<file path="config.mk">
export PLATFORM = sky130hd
export DESIGN_NAME = rain_meas_ctrl
export DESIGN_NICKNAME = d
export VERILOG_FILES = /design/src/rtl/rain_meas_ctrl_pkg.sv /design/src/rtl/rain_meas_ctrl_sync_edge.sv /design/src/rtl/rain_meas_ctrl.sv
export SDC_FILE = /design/constraint.sdc
export NUM_CORES = 1
export LEC_CHECK = 0
export ABC_AREA = 1
export ABC_CLOCK_PERIOD_IN_PS = 3100
export CELL_PAD_IN_SITES_DETAIL_PLACEMENT = 1
export CELL_PAD_IN_SITES_GLOBAL_PLACEMENT = 1
export CORE_MARGIN = 3
export CORE_UTILIZATION = 23
export DETAILED_ROUTE_END_ITERATION = 6
export GPL_TIMING_DRIVEN = 0
export HOLD_SLACK_MARGIN = 0.02
export PLACE_DENSITY_LB_ADDON = 0.1
export SLEW_MARGIN = 20
export SYNTH_ARGS = -nofsm -noshare
export SYNTH_HDL_FRONTEND = slang
export SYNTH_HIERARCHICAL = 1
export SYNTH_SLANG_ARGS = --single-unit
</file>
<file path="constraint.sdc">
create_clock -name clk_i -period 3.1 [get_ports clk_i]
set_input_delay 0.62 -clock clk_i [delete_from_list [all_inputs] [get_ports clk_i]]
set_output_delay 0.62 -clock clk_i [all_outputs]
set_load 0.005 [all_outputs]
</file>
<file path="src/rtl/rain_meas_ctrl_pkg.sv">
`default_nettype none
// ============================================================================
//  Module      : rain_meas_ctrl_pkg
//  Description : Shared definitions for the rain-gauge measure/send sequencer.
//                It holds the state encoding, the rank codes and the default
//                timing constants, plus a small helper used to size the
//                interval timer.
//  Revision    : 1.0 - initial release
// ============================================================================
package rain_meas_ctrl_pkg;

  // State encoding (3-bit)
  localparam logic [2:0] ST_IDLE    = 3'd0;
  localparam logic [2:0] ST_CLEAR   = 3'd1;
  localparam logic [2:0] ST_MEASURE = 3'd2;
  localparam logic [2:0] ST_SEND    = 3'd3;
  localparam logic [2:0] ST_FLUSH   = 3'd4;
  localparam logic [2:0] ST_WAIT    = 3'd5;

  typedef enum logic [2:0] {
    S_IDLE    = ST_IDLE,
    S_CLEAR   = ST_CLEAR,
    S_MEASURE = ST_MEASURE,
    S_SEND    = ST_SEND,
    S_FLUSH   = ST_FLUSH,
    S_WAIT    = ST_WAIT
  } state_e;

  // Operating rank codes
  localparam logic [1:0] RANK_MANUAL = 2'd0;
  localparam logic [1:0] RANK_SEMI   = 2'd1;
  localparam logic [1:0] RANK_AUTO   = 2'd2;
  localparam logic [1:0] RANK_OFF    = 2'd3;

  // Default timing (50 MHz clock, 1 ms tick)
  localparam int unsigned DEF_TICK_DIV     = 50000;
  localparam int unsigned DEF_PERIOD_UNIT  = 1000;
  localparam int unsigned DEF_MEAS_TIMEOUT = 2000;
  localparam int unsigned DEF_SEND_TIMEOUT = 100;

  // Synchronizer depth for the asynchronous operator/measurement inputs
  localparam int unsigned SYNC_STAGES = 2;

  function automatic int unsigned max3(input int unsigned a,
                                       input int unsigned b,
                                       input int unsigned c);
    int unsigned m;
    m = (a > b) ? a : b;
    return (m > c) ? m : c;
  endfunction

endpackage
`default_nettype wire

</file>
<file path="src/rtl/rain_meas_ctrl_sync_edge.sv">
`default_nettype none
// ============================================================================
//  Module      : rain_meas_ctrl_sync_edge
//  Description : Two-flop synchronizer for an asynchronous input, followed
//                by one history flop that yields single-cycle rise and fall
//                pulses of the synchronized level.
//  Ports       : clk_i    - system clock
//                rst_ni   - asynchronous active-low reset
//                d_i      - raw asynchronous input
//                level_o  - synchronized level
//                rise_o   - one-cycle pulse on synchronized 0->1
//                fall_o   - one-cycle pulse on synchronized 1->0
//  Revision    : 1.0 - initial release
// ============================================================================
module rain_meas_ctrl_sync_edge
  import rain_meas_ctrl_pkg::*;
(
  input  logic clk_i,
  input  logic rst_ni,
  input  logic d_i,
  output logic level_o,
  output logic rise_o,
  output logic fall_o
);

  // Bits [SYNC_STAGES-1:0] are the synchronizer chain; the top bit holds the
  // previous synchronized sample for edge detection.
  logic [SYNC_STAGES:0] sync_q;

  always_ff @(posedge clk_i or negedge rst_ni) begin
    if (!rst_ni) begin
      sync_q <= '0;
    end else begin
      sync_q <= {sync_q[SYNC_STAGES-1:0], d_i};
    end
  end

  assign level_o = sync_q[SYNC_STAGES-1];
  assign rise_o  =  sync_q[SYNC_STAGES-1] & ~sync_q[SYNC_STAGES];
  assign fall_o  = ~sync_q[SYNC_STAGES-1] &  sync_q[SYNC_STAGES];

endmodule
`default_nettype wire

</file>
<file path="src/rtl/rain_meas_ctrl.sv">
`default_nettype none
// ============================================================================
//  Module      : rain_meas_ctrl
//  Description : Sequencer for the rain-gauge measure/send datapath. Runs
//                manual, semi-automatic or automatic measurement cycles:
//                clear the datapath, enable counting until a frequency pulse
//                completes, wait for the serial frame, flush the counter and
//                optionally wait for the next period.
//  Ports       : clk_i         - system clock
//                rst_ni        - asynchronous active-low reset
//                rank_i[1:0]   - 0 manual, 1 semi-auto, 2 auto, 3 disabled
//                level_i[2:0]  - period / run-length select (N = level+1)
//                control_i     - raw operator button (asynchronous)
//                freq_i        - raw measurement pulse (asynchronous)
//                send_done_i   - one-cycle pulse, frame shifted out
//                meas_en_o     - datapath enable
//                finish_send_o - datapath counter clear
//                link_rst_o    - datapath/sender reset, active-high
//                busy_o        - sequencer not idle
//                err_o         - sticky timeout flag
//                runs_left_o   - remaining semi-auto cycles
//  Revision    : 1.0 - initial release
// ============================================================================
module rain_meas_ctrl
  import rain_meas_ctrl_pkg::*;
#(
  parameter int unsigned TICK_DIV     = DEF_TICK_DIV,
  parameter int unsigned PERIOD_UNIT  = DEF_PERIOD_UNIT,
  parameter int unsigned MEAS_TIMEOUT = DEF_MEAS_TIMEOUT,
  parameter int unsigned SEND_TIMEOUT = DEF_SEND_TIMEOUT
) (
  input  logic       clk_i,
  input  logic       rst_ni,
  input  logic [1:0] rank_i,
  input  logic [2:0] level_i,
  input  logic       control_i,
  input  logic       freq_i,
  input  logic       send_done_i,
  output logic       meas_en_o,
  output logic       finish_send_o,
  output logic       link_rst_o,
  output logic       busy_o,
  output logic       err_o,
  output logic [2:0] runs_left_o
);

  localparam int unsigned TICK_W  = (TICK_DIV > 1) ? $clog2(TICK_DIV) : 1;
  // Longest interval ever timed is the rank-2 period with level 7 (8 units).
  localparam int unsigned TMR_MAX = max3(MEAS_TIMEOUT, SEND_TIMEOUT, 8 * PERIOD_UNIT);
  localparam int unsigned TMR_W   = $clog2(TMR_MAX + 1);

  // --------------------------------------------------------------------------
  // Input conditioning
  // --------------------------------------------------------------------------
  logic trig;
  logic ctrl_level;
  logic ctrl_fall;
  logic freq_level;
  logic freq_rise;
  logic freq_fall;

  rain_meas_ctrl_sync_edge u_sync_control (
    .clk_i   (clk_i),
    .rst_ni  (rst_ni),
    .d_i     (control_i),
    .level_o (ctrl_level),
    .rise_o  (trig),
    .fall_o  (ctrl_fall)
  );

  rain_meas_ctrl_sync_edge u_sync_freq (
    .clk_i   (clk_i),
    .rst_ni  (rst_ni),
    .d_i     (freq_i),
    .level_o (freq_level),
    .rise_o  (freq_rise),
    .fall_o  (freq_fall)
  );

  logic unused_sync;
  assign unused_sync = ctrl_level ^ ctrl_fall ^ freq_level ^ freq_rise;

  // --------------------------------------------------------------------------
  // Free-running tick divider
  // --------------------------------------------------------------------------
  logic [TICK_W-1:0] tick_cnt_q;
  logic              tick;

  assign tick = (tick_cnt_q == TICK_W'(TICK_DIV - 1));

  always_ff @(posedge clk_i or negedge rst_ni) begin
    if (!rst_ni) begin
      tick_cnt_q <= '0;
    end else if (tick) begin
      tick_cnt_q <= '0;
    end else begin
      tick_cnt_q <= tick_cnt_q + 1'b1;
    end
  end

  // --------------------------------------------------------------------------
  // State, interval timer and status registers
  // --------------------------------------------------------------------------
  state_e            state_q, state_d;
  logic [TMR_W-1:0]  timer_q, timer_d;
  logic              err_q, err_d;
  logic [2:0]        runs_left_q, runs_left_d;
  logic              meas_en_q, finish_send_q, link_rst_q, busy_q;

  logic [TMR_W-1:0]  wait_units;
  logic [TMR_W-1:0]  wait_target;

  // Rank 2 waits N period units, rank 1 a single unit between runs.
  assign wait_units  = (rank_i == RANK_AUTO) ? (TMR_W'(level_i) + TMR_W'(1)) : TMR_W'(1);
  assign wait_target = wait_units * TMR_W'(PERIOD_UNIT);

  always_comb begin
    state_d     = state_q;
    err_d       = err_q;
    runs_left_d = runs_left_q;

    case (state_q)
      S_IDLE: begin
        if ((rank_i == RANK_AUTO) ||
            (((rank_i == RANK_MANUAL) || (rank_i == RANK_SEMI)) && trig)) begin
          state_d     = S_CLEAR;
          err_d       = 1'b0;
          runs_left_d = (rank_i == RANK_SEMI) ? level_i : 3'd0;
        end
      end

      S_CLEAR: begin
        state_d = S_MEASURE;
      end

      S_MEASURE: begin
        // A synchronized fall implies the previous sample was high, and that
        // sample was taken either in MEASURE or on entry to it, so every fall
        // seen here is a complete pulse. Completion outranks the timeout.
        if (freq_fall) begin
          state_d = S_SEND;
        end else if (timer_q >= TMR_W'(MEAS_TIMEOUT)) begin
          err_d   = 1'b1;
          state_d = S_FLUSH;
        end
      end

      S_SEND: begin
        if (send_done_i) begin
          state_d = S_FLUSH;
        end else if (timer_q >= TMR_W'(SEND_TIMEOUT)) begin
          err_d   = 1'b1;
          state_d = S_FLUSH;
        end
      end

      S_FLUSH: begin
        state_d = S_IDLE;
        if (rank_i == RANK_AUTO) begin
          state_d = S_WAIT;
        end else if ((rank_i == RANK_SEMI) && (runs_left_q != 3'd0)) begin
          state_d     = S_WAIT;
          runs_left_d = runs_left_q - 3'd1;
        end
      end

      S_WAIT: begin
        if ((rank_i == RANK_MANUAL) || (rank_i == RANK_OFF)) begin
          state_d = S_IDLE;
        end else if (timer_q >= wait_target) begin
          state_d = S_CLEAR;
        end
      end

      default: begin
        state_d = S_IDLE;
      end
    endcase
  end

  // The timer restarts on every state change so each state times from entry;
  // it counts ticks, hence ±1 tick resolution on every interval.
  always_comb begin
    timer_d = timer_q;
    if ((state_d != state_q) || (state_q == S_IDLE)) begin
      timer_d = '0;
    end else if (tick) begin
      timer_d = timer_q + 1'b1;
    end
  end

  always_ff @(posedge clk_i or negedge rst_ni) begin
    if (!rst_ni) begin
      state_q     <= S_IDLE;
      timer_q     <= '0;
      err_q       <= 1'b0;
      runs_left_q <= 3'd0;
    end else begin
      state_q     <= state_d;
      timer_q     <= timer_d;
      err_q       <= err_d;
      runs_left_q <= runs_left_d;
    end
  end

  // Outputs are registered from the next state, so they line up with the
  // state register while staying glitch-free toward the datapath.
  always_ff @(posedge clk_i or negedge rst_ni) begin
    if (!rst_ni) begin
      meas_en_q     <= 1'b0;
      finish_send_q <= 1'b0;
      link_rst_q    <= 1'b0;
      busy_q        <= 1'b0;
    end else begin
      meas_en_q     <= (state_d == S_MEASURE) || (state_d == S_SEND) || (state_d == S_FLUSH);
      finish_send_q <= (state_d == S_FLUSH);
      link_rst_q    <= (state_d == S_CLEAR);
      busy_q        <= (state_d != S_IDLE);
    end
  end

  assign meas_en_o     = meas_en_q;
  assign finish_send_o = finish_send_q;
  assign link_rst_o    = link_rst_q;
  assign busy_o        = busy_q;
  assign err_o         = err_q;
  assign runs_left_o   = runs_left_q;

endmodule
`default_nettype wire

</file>
# Yosys cells after proc, flatten, opt, wreduce, memory -nomap -nowiden
# Index checks and enable logic that the tools add are counted.
# classes
mux	25
div	0
shift	0
mul	1
order_cmp	3
n_eq_ne	21
n_addsub	4
reduce_logical	17
bitwise	4
# op_table
cell	n
3-bit two-way mux	13
13-bit two-way mux	2
3-bit one-hot mux with 6 select lines	1
16-bit by 1-bit adder with 16-bit output, second input constant	1
16-bit equality test, second input constant	1
16-bit two-way mux	1
2-bit inequality test, second input constant	7
13-bit by 1-bit adder with 13-bit output, second input constant	1
13-bit by 11-bit >= comparator with 1-bit output, second input constant	1
13-bit >= comparator	1
13-bit by 7-bit >= comparator with 1-bit output, second input constant	1
3-bit by 2-bit equality test with 1-bit output, second input constant	4
4-bit by 7-bit multiplier with 10-bit output, second input constant	1
3-bit equality test, second input constant	3
3-bit nonzero test	3
3-bit by 1-bit equality test with 1-bit output, second input constant	2
1-bit logical OR	6
3-bit one-hot mux with 2 select lines	1
6-bit AND reduction	1
1-bit two-way mux	5
3-bit by 1-bit adder with 4-bit output, second input constant	1
2-bit equality test, second input constant	2
4-bit two-way mux	1
4-bit AND reduction	1
10 further kinds	14
# totals
ramBits	0
mem_count	0
latch_bits	0
in_bits	10
output_inout_bits	8
register_bits	46
mem_bits_ro	0
wordCells	86

# Depth between registers and ports, before layout
# Gate-level depths: netlist (run 1).
# depth
word_depth	10
depth_mapped	28
ltp_nobuf	27

# By module
# Netlist (run 1), hierarchy kept.
# modules_own_cells
mod	seq_area_each_um2	area_per_inst_um2	cells_each	n_inst
rain_meas_ctrl	1001.0	3076.7	403	1
rain_meas_ctrl_sync_edge	75.1	90.1	7	2

# Worst setup path before layout (run 1)
# Ideal clock, no wire load.
# synth_path
path_kind	input -> register
start	input port rank_i[0]
end	register busy_q (netlist: busy_o)
arrival_ns	4.612
n_path_buf	0
path_slack_ns	-1.643
required_ns	2.969
setup_time_ns	0.131
path_stages	24
path_cell_list	inv_1 -> ha_1 -> nand2_1 -> inv_1 -> nand3_1 -> inv_1 -> fa_1 -> inv_1 -> fa_1 -> inv_1 -> ha_1 -> nand2_1 -> o21ai_0 -> a21oi_1 -> o22ai_1 -> xor2_1 -> ha_1 -> nand2_1 -> nor2_1 -> and2_1 -> nand2_1 -> nand3_1 -> nand3_1 -> or3_1
# synth_between
elab_chain_len	8
elab_cells_between_ends	19
cone_classes	1 x mul; 1 x order compare; 3 x eq/ne; 7 x mux; 7 x reduce/logical
# synth_rtl
element	line	source
from (decl)	rain_meas_ctrl.sv:34	input logic [1:0] rank_i,
2-bit equality test	rain_meas_ctrl.sv:114, rain_meas_ctrl.sv:124, rain_meas_ctrl.sv:159	
4-bit two-way mux	rain_meas_ctrl.sv:114	assign wait_units = (rank_i == RANK_AUTO) ? (TMR_W'(level_i) + TMR_W'(1)) : TMR_W'(1);
4-bit by 7-bit multiplier with 10-bit output	rain_meas_ctrl.sv:115	assign wait_target = wait_units * TMR_W'(PERIOD_UNIT);
13-bit >= comparator	rain_meas_ctrl.sv:170	end else if (timer_q >= wait_target) begin
3-bit two-way mux	rain_meas_ctrl.sv:170	
3-bit two-way mux	rain_meas_ctrl.sv:168	if ((rank_i == RANK_MANUAL) || (rank_i == RANK_OFF)) begin
3-bit one-hot mux with 6 select lines *	rain_meas_ctrl.sv:122	case (state_q)
net state_d[2]	rain_meas_ctrl.sv:104	state_e state_q, state_d;
3-bit nonzero test *	rain_meas_ctrl.sv:218	busy_q <= (state_d != S_IDLE);
to (signal assigned)	rain_meas_ctrl.sv:218	
to (decl)	rain_meas_ctrl.sv:108	logic meas_en_q, finish_send_q, link_rst_q, busy_q;
# Mark *: on every way through the listed nets, which the timed path passes. The rest lies on a longest branch.
# A chain may end at the register's enable or synchronous reset.

# Worst setup path in the final report (run 1)
# Ends and elaborated chain as after synthesis.

==> impl_metrics.ini, run 1 <==
[die]
die_area_um2 = 15560
coreArea_um2 = 13510
num_io_pins = 18
die_y_um = 124.7
start_util_pct = 24.00
core.rowCount = 42
die_w_um = 124.7

[layout]
fill_cells = 1592
finish.instance_area_um2 = 4272
multi_input_area_um2 = 2023
n_antenna_cell = 0
utilization_pct = 31.63
final_cell_count_no_fill = 636
synthToLayoutAreaGrowth_pct = 31.76
final_cell_mix = inv_1 (66), nand2_1 (66), dfrtp_1 (46)
seqCellArea_um2 = 1151
fin_nets = 504
drive_gt1_share_pct = 21.74

[route]
totalWireLength_um = 8599
wl_per_cell_um = 13.52
first_pass_iters = 4
first_iter_violations = 75
drc = 0
via_per_inst = 4.362
vias = 2774
postRouteAntennaNets = 0

[clocking]
cts-root-buf = clkbuf_16
cts-htree-levels = 2
ctsLongestPathBuffers = 2
cts_hold_buf = 0
clkSinkCount = 46
clock_latency_ns = 0.29
numCtsBuffers = 5
clk_pin_slew_ns = 0.07
cts_tree = done

[timing]
finClkSkew_ns = 0.002917
setup_ws_ns = -1.331
relSlewSlack_pct = 56.92
tightest_slew_ns = 0.6462
layout_min_cycle_time_ns = 4.431
finalSetupViolations = 16
min_period_over_period_pct = 142.9
rsz0062_at_grt = true
hold_ws_ns = 0.3474
fmax_ghz = 0.2257
timing_hold_violations_final = 0
drv_slew = 0
fin_tns_setup_ns = -20.40

[setup_path]
crit_required_ns = 3.27
worst-setup-path-type = primary input to flop
end_kind = flop
crit_arrival_ns = 4.60
worstSetupStartpointType = primary input
cp_max_fo = 4

[grt]
grt_pass1_wl_um = 14980
grt_max_degree = 47
antenna_found_initial = 0
grt.total_usage_pct = 11.67
overflow = 0
grt_pass1_vias = 3018

[job]
cap_violations = 0

[placement]
placed_cells = 606
place_hpwl_um = 6427
place_ws_ns = -2.360
placed_area_um2 = 3724
io_buffer_count = 17
gp_congestion = 0.7356

[pwr]
power.leakage_nw = 2.021
p_switching_uw = 942.7
seq_power_share_pct = 28.8
sw_frac_of_total_pct = 37.62
comb_power_share_pct = 46.4
p_total_mw = 2.506
p_int_mw = 1.563
power_density_nw_per_um2 = 586.6
ir_worst_vdd_uv = 243.5
clkPwrFrac_pct = 24.8

[logic_synthesis]
syn_area_um2 = 3242
yosysWarnings = 6
synth_nets = 458
syn_inst = 413
synth_area_per_cell_um2 = 7.850

[hold_path]
hold_class = primary input to async pin

[run_status]
status = finished, violations left
violations = negative setup slack
## flip-flops by register name (all words and copies together) (netlist names)
register               cells
tick_cnt_q                16
timer_q                   13
runs_left_o                3
state_q                    3
u_sync_control/sync_q      3
u_sync_freq/sync_q         3
busy_o                     1
err_o                      1
finish_send_o              1
link_rst_o                 1
meas_en_o                  1
## path summary, 6_finish.rpt
kind	from	endpoint	cells after the start	slack [ns]
worst max-delay path	rank_i[0]	busy_o	27	-1.33
worst min-delay path	rst_ni	u_sync_control/sync_q[2]	1	0.35
worst max register to register	timer_q[12]	busy_o	10	1.09
worst min register to register	u_sync_freq/sync_q[0]	u_sync_freq/sync_q[1]	0	0.35
max in group asynchronous	rst_ni	timer_q[1]	1	2.31
min in group clk_i	u_sync_freq/sync_q[0]	u_sync_freq/sync_q[1]	0	0.35
## power by group through the flow
stage / logic, mW / clock network, mW / registers, mW
2_1_floorplan: 0.564 / 0 / 0.729
3_5_place_dp: 0.837 / 0 / 0.736
6_report: 1.16 / 0.621 / 0.722
3_3_place_gp: 0.834 / 0 / 0.735
5_1_grt: 1.29 / 0.677 / 0.734
4_1_cts: 1.09 / 0.650 / 0.724
## layer usage
metal / up-vias / global-route usage (%) / part of all wire [%] / wire (um)
li1: 1417 / - / - / -
met1: 1333 / 14.86 / 48 / 4161
met2: 19 / 20.26 / 48 / 4164
met3: 5 / 2.144 / 2.2 / 189
met4: 0 / 3.095 / 0.98 / 84
met5: - / 0 / 0 / 0
## cell type report
type / count / share of cell area, %
sequential: 46 / 26.95
clock buffer: 6 / 3.017
buffer: 3 / 0.7323
inverter: 76 / 7.147
clock inverter: 2 / 0.8787
tap: 176 / 5.155
multi-input combinational: 288 / 47.36
timing repair buffer: 39 / 8.758
## what timing repair did
item,4_1_cts,5_1_grt
pin swaps,23,21
cloned,1,0
resized for setup,59,16
setup endpoints to repair,16,16
setup buffers,15,6
## worst max-delay path, cell delays in order
cell	delay [ns]
buf_8	0.10
inv_8	0.04
ha_4	0.19
buf_6	0.12
nand2_4	0.05
nor2_4	0.15
fa_2	0.50
inv_2	0.08
fa_1	0.42
inv_2	0.08
ha_4	0.21
a21oi_2	0.13
nand2_2	0.08
a21oi_2	0.13
nor2_1	0.05
nor2_1	0.12
xnor2_1	0.10
ha_1	0.29
nand2_2	0.07
buf_6	0.13
nor2_4	0.10
and2_1	0.13
nand2_1	0.06
nand3_2	0.08
buf_4	0.11
nand3_2	0.09
or3_1	0.36
Power figures use the tool's default switching activity.
==> inputs of run 2 (changes only) <==
--- a/config.mk
+++ b/config.mk
@@ -12,10 +12,9 @@
 export CORE_MARGIN = 3
 export CORE_UTILIZATION = 23
 export DETAILED_ROUTE_END_ITERATION = 6
-export GPL_TIMING_DRIVEN = 0
 export HOLD_SLACK_MARGIN = 0.02
 export PLACE_DENSITY_LB_ADDON = 0.1
-export SLEW_MARGIN = 20
+export SLEW_MARGIN = 5
 export SYNTH_ARGS = -nofsm -noshare
 export SYNTH_HDL_FRONTEND = slang
 export SYNTH_HIERARCHICAL = 1
==> impl_metrics.ini, run 2 (synthesized netlist as in run 1, its figures left out) <==
[timing]
drv_slew = 0
timing_hold_violations_final = 0
relSlewSlack_pct = 56.68
finClkSkew_ns = 0.005198
setup_ws_ns = -1.143
min_period_over_period_pct = 136.9
fmax_ghz = 0.2357
layout_min_cycle_time_ns = 4.243
rsz0062_at_grt = true
fin_tns_setup_ns = -17.60
tightest_slew_ns = 0.6497
finalSetupViolations = 16

[die]
num_io_pins = 18
coreArea_um2 = 13510
die_w_um = 124.7
start_util_pct = 24.00
die_y_um = 124.7
core.rowCount = 42
die_area_um2 = 15560

[setup_path]
r2r-start = runs_left_o[0]
worstSetupStartpointType = primary input
startpoint = level_i[0]
slowest_delay_ns = 0.54
crit_chain = buf_2 > ha_4 > nand2_2 > inv_2 > buf_4 > ha_1 > fa_1 > inv_1 > fa_1 > o21ai_2 > a21oi_1 > o22ai_1 > xor2_1 > ha_1 > nand2_1 > nand2_1 > nor2_1 > nand2_1 > nor2_1 > nand3_2 > nand4_1 > nand3_4 > buf_12 > nor3_4
worst-setup-path-type = primary input to flop
crit_required_ns = 3.31
path_delay_family = adder cells
slowest_stage = fa_1
crit_arrival_ns = 4.45
cpMostUsedCell = nand2_1
end_kind = flop
cp_max_fo = 7
cp_num_buf_inv = 5

[placement]
io_buffer_count = 17
gp_congestion = 0.8142
placed_cells = 637
place_hpwl_um = 6859

[clocking]
cts_tree = done
cts-root-buf = clkbuf_16
clk_pin_slew_ns = 0.07
cts-htree-levels = 2
numCtsBuffers = 5
clkSinkCount = 46
ctsLongestPathBuffers = 2
clock_latency_ns = 0.29

[grt]
grt_pass1_wl_um = 15080
grt.total_usage_pct = 11.83
overflow = 0
grt_max_degree = 28
grt_pass1_vias = 2980
antenna_found_initial = 0

[route]
first_pass_iters = 4
first_iter_violations = 71
wl_per_cell_um = 13.55
drc = 0
vias = 2783
postRouteAntennaNets = 0
via_per_inst = 4.301
totalWireLength_um = 8768

[pwr]
p_int_mw = 1.533
p_switching_uw = 891.3
sw_frac_of_total_pct = 36.77
comb_power_share_pct = 43.8
seq_power_share_pct = 29.9
power_density_nw_per_um2 = 569.9
power.leakage_nw = 2.055
p_total_mw = 2.424
ir_worst_vdd_uv = 279.1
clkPwrFrac_pct = 26.3

[layout]
drive_gt1_share_pct = 21.87
final_cell_mix = nand2_1 (68), inv_1 (66), nor2_1 (48)
utilization_pct = 31.49
fin_nets = 516
largest_reg_flops = 16
synthToLayoutAreaGrowth_pct = 31.18
layout_commonest_cell = nand2_1
reg.largest.list = tick_cnt_q: 16 flops, timer_q: 13 flops
n_antenna_cell = 0
top_register = tick_cnt_q
final_cell_count_no_fill = 647

[run_status]
status = finished, violations left
violations = negative setup slack

[job]
cap_violations = 0

[hold_path]
hold_class = primary input to async pin
run 2: cell count changes in the layout (fill, tap and decap cells not counted), moves of 2 or more:
cell,previous run,this run
nor3_2,5,10
nor3_4,9,4
buf_4,19,35
buf_6,7,1
nor2_1,44,48
nor2_2,7,4
nand2_1,66,68
buf_2,1,3
inv_6,2,0
run 2: power by group through the flow:
stage | sequential [mW] | combinational (mW) | clock [mW]
6_report | 0.724 | 1.06 | 0.638
5_1_grt | 0.737 | 1.19 | 0.688
3_5_place_dp | 0.738 | 0.905 | 0
3_3_place_gp | 0.737 | 0.906 | 0
4_1_cts | 0.726 | 1.08 | 0.669
2_1_floorplan | 0.729 | 0.564 | 0
run 2: path summary, 6_finish.rpt:
kind	endpoint	depth (start not counted)	slack, ns
max in group asynchronous	tick_cnt_q[14]	2	2.13
worst min-delay path	link_rst_o	1	0.35
worst max register to register	timer_q[7]	11	1.07
min in group clk_i	u_sync_control/sync_q[1]	0	0.35
worst max-delay path	timer_q[7]	24	-1.14
worst min register to register	u_sync_control/sync_q[1]	0	0.35
run 2: layout make-up:
type | count | area, um^2
Sequential cell | 46 | 1151
Fill cell | 1615 | 9253
Multi-Input combinational cell | 288 | 1942
Inverter | 76 | 297.8
Clock inverter | 1 | 30.03
Timing Repair Buffer | 54 | 473.0
Clock buffer | 6 | 138.9
Tap cell | 176 | 220.2
run 2: repair_timing:
item	CTS	global route
gates resized for setup	37	7
setup buffers	3	0
pin swaps	17	19
gates cloned	1	0
endpoints found under the setup margin	16	16
hold buffers	0	0
run 2: per-stage QoR:
| step | setup WS, ns | instance area (um^2) | hold slack, ns |
|---|---|---|---|
| finish | -1.143 | 4253 | 0.3479 |
| global route | -1.442 | 4253 | 0.3655 |
| CTS | -1.273 | 4223 | 0.3521 |
| detailed placement | -1.985 | 3961 | 0.3364 |
| global placement | -1.899 | 3961 | 0.3327 |
| floorplan | -1.100 | 3336 | 0.3244 |
run 2: per-layer routing:
metal / global-route usage (%) / up-vias / share of wire (%)
li1: - / 1435 / -
met1: 15.18 / 1314 / 48
met2: 20.23 / 25 / 49
met3: 2.401 / 9 / 2.4
met4: 3.159 / 0 / 1.3
met5: 0 / - / 0
